<file path="config.mk">
export PLATFORM = sky130hd
export DESIGN_NAME = move_register_flat
export DESIGN_NICKNAME = d
export VERILOG_FILES = /design/src/rtl/move_register_if.sv /design/src/rtl/move_register.sv /design/src/flat_wrapper.sv
export SDC_FILE = /design/constraint.sdc
export NUM_CORES = 1
export LEC_CHECK = 0
export ABC_AREA = 1
export CORE_MARGIN = 1
export CORE_UTILIZATION = 52
export CTS_BUF_LIST = sky130_fd_sc_hd__clkbuf_4 sky130_fd_sc_hd__clkbuf_8
export DETAILED_ROUTE_END_ITERATION = 6
export GPL_TIMING_DRIVEN = 0
export PLACE_DENSITY = 0.91
export SYNTH_ARGS = -nofsm -noshare
export SYNTH_HDL_FRONTEND = slang
export SYNTH_SLANG_ARGS = --single-unit
</file>
<file path="constraint.sdc">
create_clock -name clk -period 2.1 [get_ports clk]
set_clock_uncertainty 0.1 [all_clocks]
set_input_delay 0.63 -clock clk [delete_from_list [all_inputs] [get_ports clk]]
set_output_delay 0.63 -clock clk [all_outputs]
set_load 0.005 [all_outputs]
</file>
<file path="src/rtl/move_register_if.sv">
// Move-strobe and board-state bundle between the move source and the move_register board stage.
// move_valid is a one-cycle strobe with no ready: every strobe is answered one cycle later by exactly
// one of move_accept / move_reject, unless a same-cycle new_game swallows it (then neither pulses).
interface move_register_if;
  logic       new_game;
  logic       move_valid;
  logic [3:0] move_pos;
  logic       game_over;
  logic [0:8] p1;
  logic [0:8] p2;
  logic       turn;
  logic       move_accept;
  logic       move_reject;
  logic [3:0] move_count;
  logic       board_full;
  logic [1:0] state;

  modport master (
    output new_game, move_valid, move_pos, game_over,
    input  p1, p2, turn, move_accept, move_reject, move_count, board_full, state
  );

  modport slave (
    input  new_game, move_valid, move_pos, game_over,
    output p1, p2, turn, move_accept, move_reject, move_count, board_full, state
  );
endinterface

</file>
<file path="src/rtl/move_register.sv">
// Tic-tac-toe board register: validates one move per strobe, accumulates the p1/p2 occupancy
// bitmaps, tracks whose turn it is and reports accept/reject one cycle after each strobe.
module move_register #(
  parameter bit          FIRST_PLAYER = 1'b0,
  parameter int unsigned MAX_MOVES    = 9
) (
  input logic          clk,
  input logic          rst_n,
  move_register_if.slave bus
);

  typedef enum logic [1:0] {
    IDLE    = 2'b00,
    P1_TURN = 2'b01,
    P2_TURN = 2'b10,
    DONE    = 2'b11
  } state_t;

  localparam logic [3:0] MAX_COUNT   = 4'(MAX_MOVES);
  localparam state_t     START_STATE = FIRST_PLAYER ? P2_TURN : P1_TURN;

  state_t     state_q;
  logic [0:8] p1_q;
  logic [0:8] p2_q;
  logic       turn_q;
  logic       accept_q;
  logic       reject_q;
  logic [3:0] count_q;

  logic [0:8] cell_sel;
  logic       occupied;
  logic       in_range;
  logic       legal;
  logic [3:0] next_count;

  // One-hot decode of move_pos; an out-of-range index selects no cell at all.
  always_comb begin
    cell_sel = '0;
    for (int k = 0; k < 9; k++) begin
      cell_sel[k] = (bus.move_pos == 4'(k));
    end
    in_range   = (bus.move_pos <= 4'd8);
    occupied   = |((p1_q | p2_q) & cell_sel);
    legal      = in_range && !occupied;
    next_count = count_q + 4'd1;
  end

  always_ff @(posedge clk or negedge rst_n) begin
    if (!rst_n) begin
      state_q  <= IDLE;
      p1_q     <= '0;
      p2_q     <= '0;
      turn_q   <= FIRST_PLAYER;
      accept_q <= 1'b0;
      reject_q <= 1'b0;
      count_q  <= '0;
    end else begin
      accept_q <= 1'b0;
      reject_q <= 1'b0;
      if (bus.new_game) begin
        // A move strobed alongside new_game is dropped silently.
        p1_q    <= '0;
        p2_q    <= '0;
        count_q <= '0;
        turn_q  <= FIRST_PLAYER;
        state_q <= START_STATE;
      end else begin
        case (state_q)
          IDLE: begin
            if (bus.move_valid) reject_q <= 1'b1;
          end
          P1_TURN, P2_TURN: begin
            if (bus.game_over) begin
              state_q <= DONE;
              if (bus.move_valid) reject_q <= 1'b1;
            end else if (bus.move_valid) begin
              if (legal) begin
                if (state_q == P1_TURN) p1_q <= p1_q | cell_sel;
                else                    p2_q <= p2_q | cell_sel;
                count_q  <= next_count;
                accept_q <= 1'b1;
                // On the filling move the turn is frozen, so it still names the last mover.
                if (next_count == MAX_COUNT) begin
                  state_q <= DONE;
                end else begin
                  turn_q  <= ~turn_q;
                  state_q <= (state_q == P1_TURN) ? P2_TURN : P1_TURN;
                end
              end else begin
                reject_q <= 1'b1;
              end
            end
          end
          DONE: begin
            if (bus.move_valid) reject_q <= 1'b1;
          end
          default: state_q <= IDLE;
        endcase
      end
    end
  end

  assign bus.p1          = p1_q;
  assign bus.p2          = p2_q;
  assign bus.turn        = turn_q;
  assign bus.move_accept = accept_q;
  assign bus.move_reject = reject_q;
  assign bus.move_count  = count_q;
  assign bus.board_full  = (count_q == MAX_COUNT);
  assign bus.state       = state_q;

endmodule
</file>
<file path="src/flat_wrapper.sv">
// flat-port wrapper written by rule: the top's interface ports become plain ports
module move_register_flat 
#(
  parameter bit          FIRST_PLAYER = 1'b0,
  parameter int unsigned MAX_MOVES    = 9
)
  (clk, rst_n, bus_new_game, bus_move_valid, bus_move_pos, bus_game_over, bus_p1, bus_p2, bus_turn, bus_move_accept, bus_move_reject, bus_move_count, bus_board_full, bus_state);
  move_register_if bus_i ();
  input logic clk;
  input logic rst_n;
  input wire logic [$bits(bus_i.new_game)-1:0] bus_new_game;
  input wire logic [$bits(bus_i.move_valid)-1:0] bus_move_valid;
  input wire logic [$bits(bus_i.move_pos)-1:0] bus_move_pos;
  input wire logic [$bits(bus_i.game_over)-1:0] bus_game_over;
  output wire logic [$bits(bus_i.p1)-1:0] bus_p1;
  output wire logic [$bits(bus_i.p2)-1:0] bus_p2;
  output wire logic [$bits(bus_i.turn)-1:0] bus_turn;
  output wire logic [$bits(bus_i.move_accept)-1:0] bus_move_accept;
  output wire logic [$bits(bus_i.move_reject)-1:0] bus_move_reject;
  output wire logic [$bits(bus_i.move_count)-1:0] bus_move_count;
  output wire logic [$bits(bus_i.board_full)-1:0] bus_board_full;
  output wire logic [$bits(bus_i.state)-1:0] bus_state;
  assign bus_i.new_game = bus_new_game;
  assign bus_i.move_valid = bus_move_valid;
  assign bus_i.move_pos = bus_move_pos;
  assign bus_i.game_over = bus_game_over;
  assign bus_p1 = bus_i.p1;
  assign bus_p2 = bus_i.p2;
  assign bus_turn = bus_i.turn;
  assign bus_move_accept = bus_i.move_accept;
  assign bus_move_reject = bus_i.move_reject;
  assign bus_move_count = bus_i.move_count;
  assign bus_board_full = bus_i.board_full;
  assign bus_state = bus_i.state;
  move_register #(.FIRST_PLAYER(FIRST_PLAYER), .MAX_MOVES(MAX_MOVES)) u_core (.clk(clk), .rst_n(rst_n), .bus(bus_i));
endmodule
</file>
# Yosys cells after proc, flatten, opt, wreduce, memory -nomap -nowiden
# Cells that the tools add are included.
[op_classes]
add_sub_neg = 1
order_cmp = 1
eq_ne = 16
mux = 41
n_bitwise = 5
reduce_logical = 18
[op_table]
columns = ["op", "n"]
rows = [
  ["$mux 9", 12],
  ["$or 9x9->9", 3],
  ["$mux 4", 5],
  ["$eq 4x3->1 const B", 4],
  ["$mux 1", 16],
  ["$reduce_and 5->1", 3],
  ["$mux 2", 7],
  ["$eq 4x4->1 const B", 3],
  ["$and 9x9->9", 1],
  ["$reduce_or 9->1", 1],
  ["$eq 4x2->1 const B", 2],
  ["$reduce_bool 2->1", 4],
  ["$ne 2x2->1 const B", 3],
  ["$reduce_bool 3->1", 2],
  ["$add 4x1->4 const B", 1],
  ["$eq 2x2->1 const B", 2],
  ["$eq 4x1->1 const B", 1],
  ["$le 4x4->1 const B", 1],
  ["$logic_not 4->1", 1],
  ["$reduce_and 4->1", 1],
  ["$reduce_or 2->1", 2],
  ["$reduce_and 3->1", 1],
  ["$eq 2x1->1 const B", 1],
  ["$logic_not 2->1", 1],
  ["4 further kinds", 4],
]
[totals]
register_bits = 27
input_bits = 9
elab_cells = 89

# Depth between registers and ports, before layout
# Gate-level depths: netlist of run 1.
[logic_depth]
ltp_word = 10
depth_mapped = 11

# Worst setup path before layout of run 1
# OpenSTA, ideal clock, no wires.
[synth_timing]
kind = "input to register"
start = "input bus_move_pos[3]"
end = "register u_core.p1_q, in the netlist u_core.bus.p1[0]"
setup_time_ns = 0.118
arrival_ns = 1.631
required_time_ns = 1.882
slack_ns = 0.252
cell_stages = 9
path_buffers = 1
cell_sequence = "nor2_1 > nand3_1 > nand3_2 > nor2_2 > nand3_2 > nand2_4 > buf_6 > nand3_1 > nand2_1"
[synth_via]
elab_chain_cells = 8
elab_cells_between_ends = 23
classes_between = "order compare (1); eq/ne (8); mux (6); bitwise (2); reduce/logical (6)"
[synth_rtl]
columns = ["element", "line_no", "text"]
rows = [
  ["start: declaration", "flat_wrapper.sv:13", "input wire logic [$bits(bus_i.move_pos)-1:0] bus_move_pos;"],
  ["$logic_not 4->1", "move_register.sv:40", "cell_sel[k] = (bus.move_pos == 4'(k));"],
  ["$or 9x9->9", "move_register.sv:78", "if (state_q == P1_TURN) p1_q <= p1_q | cell_sel;"],
  ["$mux 9", "move_register.sv:78", ""],
  ["$mux 9", "move_register.sv:77", "if (legal) begin"],
  ["$mux 9", "move_register.sv:76", "end else if (bus.move_valid) begin"],
  ["$mux 9", "move_register.sv:73", "if (bus.game_over) begin"],
  ["$mux 9", "move_register.sv:68", "case (state_q)"],
  ["$mux 9", "move_register.sv:60", "if (bus.new_game) begin"],
  ["end signal: assignment", "move_register.sv:78", ""],
  ["end: declaration", "move_register.sv:23", "logic [0:8] p1_q;"],
]
# Several ways; a longest one is shown, not always the timed one. The select of a mux whose other input is x is not followed.
# A chain may end at the register's enable or synchronous reset.

# Worst setup path after layout of run 1
[layout_timing]
start = "register u_core.state_q[1] (netlist: u_core.bus.state[1])"
end = "output bus_state[1]"
[layout_rtl]
columns = ["element", "line_no", "text"]
rows = [
  ["start: declaration", "move_register.sv:22", "state_t state_q;"],
  ["start signal: assignment", "move_register.sv:87", "state_q <= (state_q == P1_TURN) ? P2_TURN : P1_TURN;"],
  ["end: declaration", "flat_wrapper.sv:22", "output wire logic [$bits(bus_i.state)-1:0] bus_state;"],
]
# No word-level cell between the ends.

==> results of run 1 <==
==> logic make-up after synthesis <==
| logic type | count (synthesis) | share of synthesized area |
|---|---|---|
| AND/OR/NAND/NOR | 131 | 0.367 |
| buffers and inverters | 38 | 0.0921 |
| AO/OA/AOI/OAI | 28 | 0.0890 |
| flip-flops | 27 | 0.411 |
| adder cells (fa/ha/maj) | 4 | 0.0304 |
| XOR/XNOR | 2 | 0.0107 |
==> cell usage after synthesis <==
master,n,area (um^2)
nor2_2,4,25.0
nor3_1,1,5.00
xor2_1,1,8.76
nand2_4,1,11.3
o21ai_0,6,30.0
nor2_4,1,11.3
nand4_1,4,25.0
clkbuf_1,3,11.3
nand3_2,4,40.0
xnor2_1,1,8.76
buf_6,1,11.3
nand3_1,34,170
ha_1,4,50.1
dfrtp_1,27,676
a21oi_1,20,100
nand2_2,3,18.8
o21ai_2,1,8.76
o21a_1,1,7.51
buf_2,1,5.00
nor2_1,7,26.3
inv_1,33,124
nand2_1,72,270
==> where the power goes <==
group / internal (mW) / switching [mW]
logic: 0.462 / 0.495
registers: 0.662 / 0.121
clock network: 0.0876 / 0.152
==> layout by cell type (no fill, tap or decap), types with 2 or more instances in the layout <==
master and instances:
nand3_2 4, nand3_1 34, dlygate4sd2_1 5, nand2_1 72, a21oi_1 20, nor2_1 6
clkbuf_1 3, nor2_2 4, nand2_2 3, buf_4 2, nand4_1 4, clkdlybuf4s50_1 29
dfrtp_1 26, nor2_4 2, o21ai_0 6, inv_1 33, clkbuf_4 4, ha_1 4
==> through the flow <==
stage | setup slack (ns) | TNS (ns) | hold WS (ns) | instance area (um^2) | power, mW
CTS | 0.0203 | 0 | 0.413 | 2100 | 1.98
finish | 0.0717 | 0 | 0.411 | 2100 | 1.98
global route | -0.0640 | -0.641 | 0.445 | 2100 | 2.16
floorplan | 0.252 | 0 | 0.234 | 1640 | 1.29
detailed placement | -0.472 | -12.50 | 0.381 | 2060 | 1.73
global placement | -0.450 | -11.32 | 0.380 | 2060 | 1.71
==> state kept, by name (all words and copies together) (netlist names) <==
name	flops
u_core.bus.p2	9
u_core.bus.turn	1
u_core.bus.move_count	4
u_core.bus.state	2
u_core.bus.p1	9
u_core.bus.move_accept	1
u_core.bus.move_reject	1
==> per-layer routing <==
metal,vias to the layer above,track usage,share of wire
met3,7,0.0290,0.035
met5,-,0,0
met1,755,0.325,0.46
met2,40,0.404,0.48
met4,0,0.122,0.023
li1,822,-,-
==> area by class of cell <==
type | instances | area, um^2 | area share
plain buffers | 5 | 27.5 | 0.0131
clock buffers | 4 | 30.0 | 0.0143
inverters | 33 | 124 | 0.0589
multi-input cells | 165 | 825 | 0.392
flip-flops and latches | 27 | 677 | 0.322
well taps | 44 | 55.1 | 0.0262
repair buffers | 38 | 367 | 0.174
==> final timing paths <==
path / from / slack, ns / end
max: u_core.bus.state[1] / 0.07 / bus_state[1]
min: u_core.bus.p1[1] / 0.41 / u_core.bus.p1[1]
max reg2reg: u_core.bus.state[1] / 0.18 / u_core.bus.move_count[2]
min reg2reg: u_core.bus.p1[1] / 0.41 / u_core.bus.p1[1]
max in group asynchronous: rst_n / 0.35 / u_core.bus.move_count[2]
min in group asynchronous: rst_n / 0.79 / u_core.bus.move_accept
==> timing repair <==
action | in CTS | in global routing
pin swaps | 1 | 0
resized for setup | 8 | 4
setup endpoints to repair | 21 | 21
setup buffers | 2 | 0
==> impl_metrics.tcl, run 1 <==
set metrics [dict create \
    status "finished clean" \
    post_drt_wl_per_cell_um 11.7 \
    finalNonFillerCells 316 \
    core_um2 3030 \
    initial_core_util 0.543 \
    leakagePower_nw 1.08 \
    die_y_um 58.2 \
    syn_area_um2 1640 \
    yosys_warnings 0 \
    cts.sinks 27 \
    end_kind "primary output" \
    cp_cell_sequence "clkdlybuf4s50_1" \
    layout.nets 286 \
    syn-num-nets 243 \
    fp.dieW_um 58.2 \
    clkTransAtPathRegs_ns 0.14 \
    grt_pass1_vias 1482 \
    finalWirelength_um 3700 \
    synth.distinct_cells 22 \
    routabilityCongestion 0.865 \
    root_buffer "clkbuf_4" \
    final_antenna_net_count 0 \
    cp.required_ns 1.37 \
    drv_slew 0 \
    grt-ovfl-total 0 \
    avgViaCountPerCell 5.14 \
    tritoncts "built" \
    drc 0 \
    dp_hpwl_um 2700 \
    path_max_fanout 3 \
    firstDrtPassIters 4 \
    worstHoldPathType "reg -> reg" \
    cts_made_buffers 3 \
    numPlacedInstances 310 \
    avgSynthCellArea_um2 7.15 \
    worstSetupPathType "reg -> out" \
    critPathMaxStageDelay_ns 0.53 \
    startpoint_type "flop" \
    layout-drive-gt1-share 0.0919 \
    h-tree-depth 1 \
    clockBufferDepth 2 \
    min_period_ns 2.03 \
    ys_ff_latch 27 \
    ys_seq_area_frac 0.411 \
    finalHoldViolCount 0 \
    setup_violations 0 \
    clkLatencyLatePin_ns 0.33 \
    timing.final.crit_share 0.966 \
    n_antenna_cell 0 \
    drt_iter0_drc 62 \
    nFillCells 258 \
    hold_depth 2 \
    grt_pass1_wl_um 6350 \
    area.growth.synth_to_final_pct 28.0 \
    cp_slowest_cell "clkdlybuf4s50_1" \
    num_vias 1624 \
    worstMarginPinSlew_ns 1.15 \
    grt_max_degree 28 \
    rows 20 \
    grt_use_total 0.247 \
    vdd_drop_max_v 0.000466 \
    max-cap-violations 0 \
    rsz0062_at_grt "yes" \
    die-area_um2 3390 \
    pwr_density_cell_nw_per_um2 941 \
    ff2ff_path_depth 7 \
    clock.fmax_mhz 493 \
    cp_num_cells 1 \
    critPathBufInv 1 \
    antenna_found_initial 0 \
    io_pins 37 \
    synth_cells 230 \
    cts_hold_buf 0 \
    io_buffers 36 \
    critPathArrivalTime_ns 1.30 \
    crit_family "buffers and inverters" \
    slew_headroom 0.230 \
    final_core_util 0.695 \
]
No activity file was read; power rests on OpenSTA's default activity.
==> run 2: changes to the inputs <==
--- a/config.mk
+++ b/config.mk
@@ -12,6 +12,7 @@
 export DETAILED_ROUTE_END_ITERATION = 6
 export GPL_TIMING_DRIVEN = 0
 export PLACE_DENSITY = 0.91
+export RECOVER_POWER = 25
 export SYNTH_ARGS = -nofsm -noshare
 export SYNTH_HDL_FRONTEND = slang
 export SYNTH_SLANG_ARGS = --single-unit
==> results of run 2 <==
No change in the layout: final DEF, timing and power equal those of run 1.
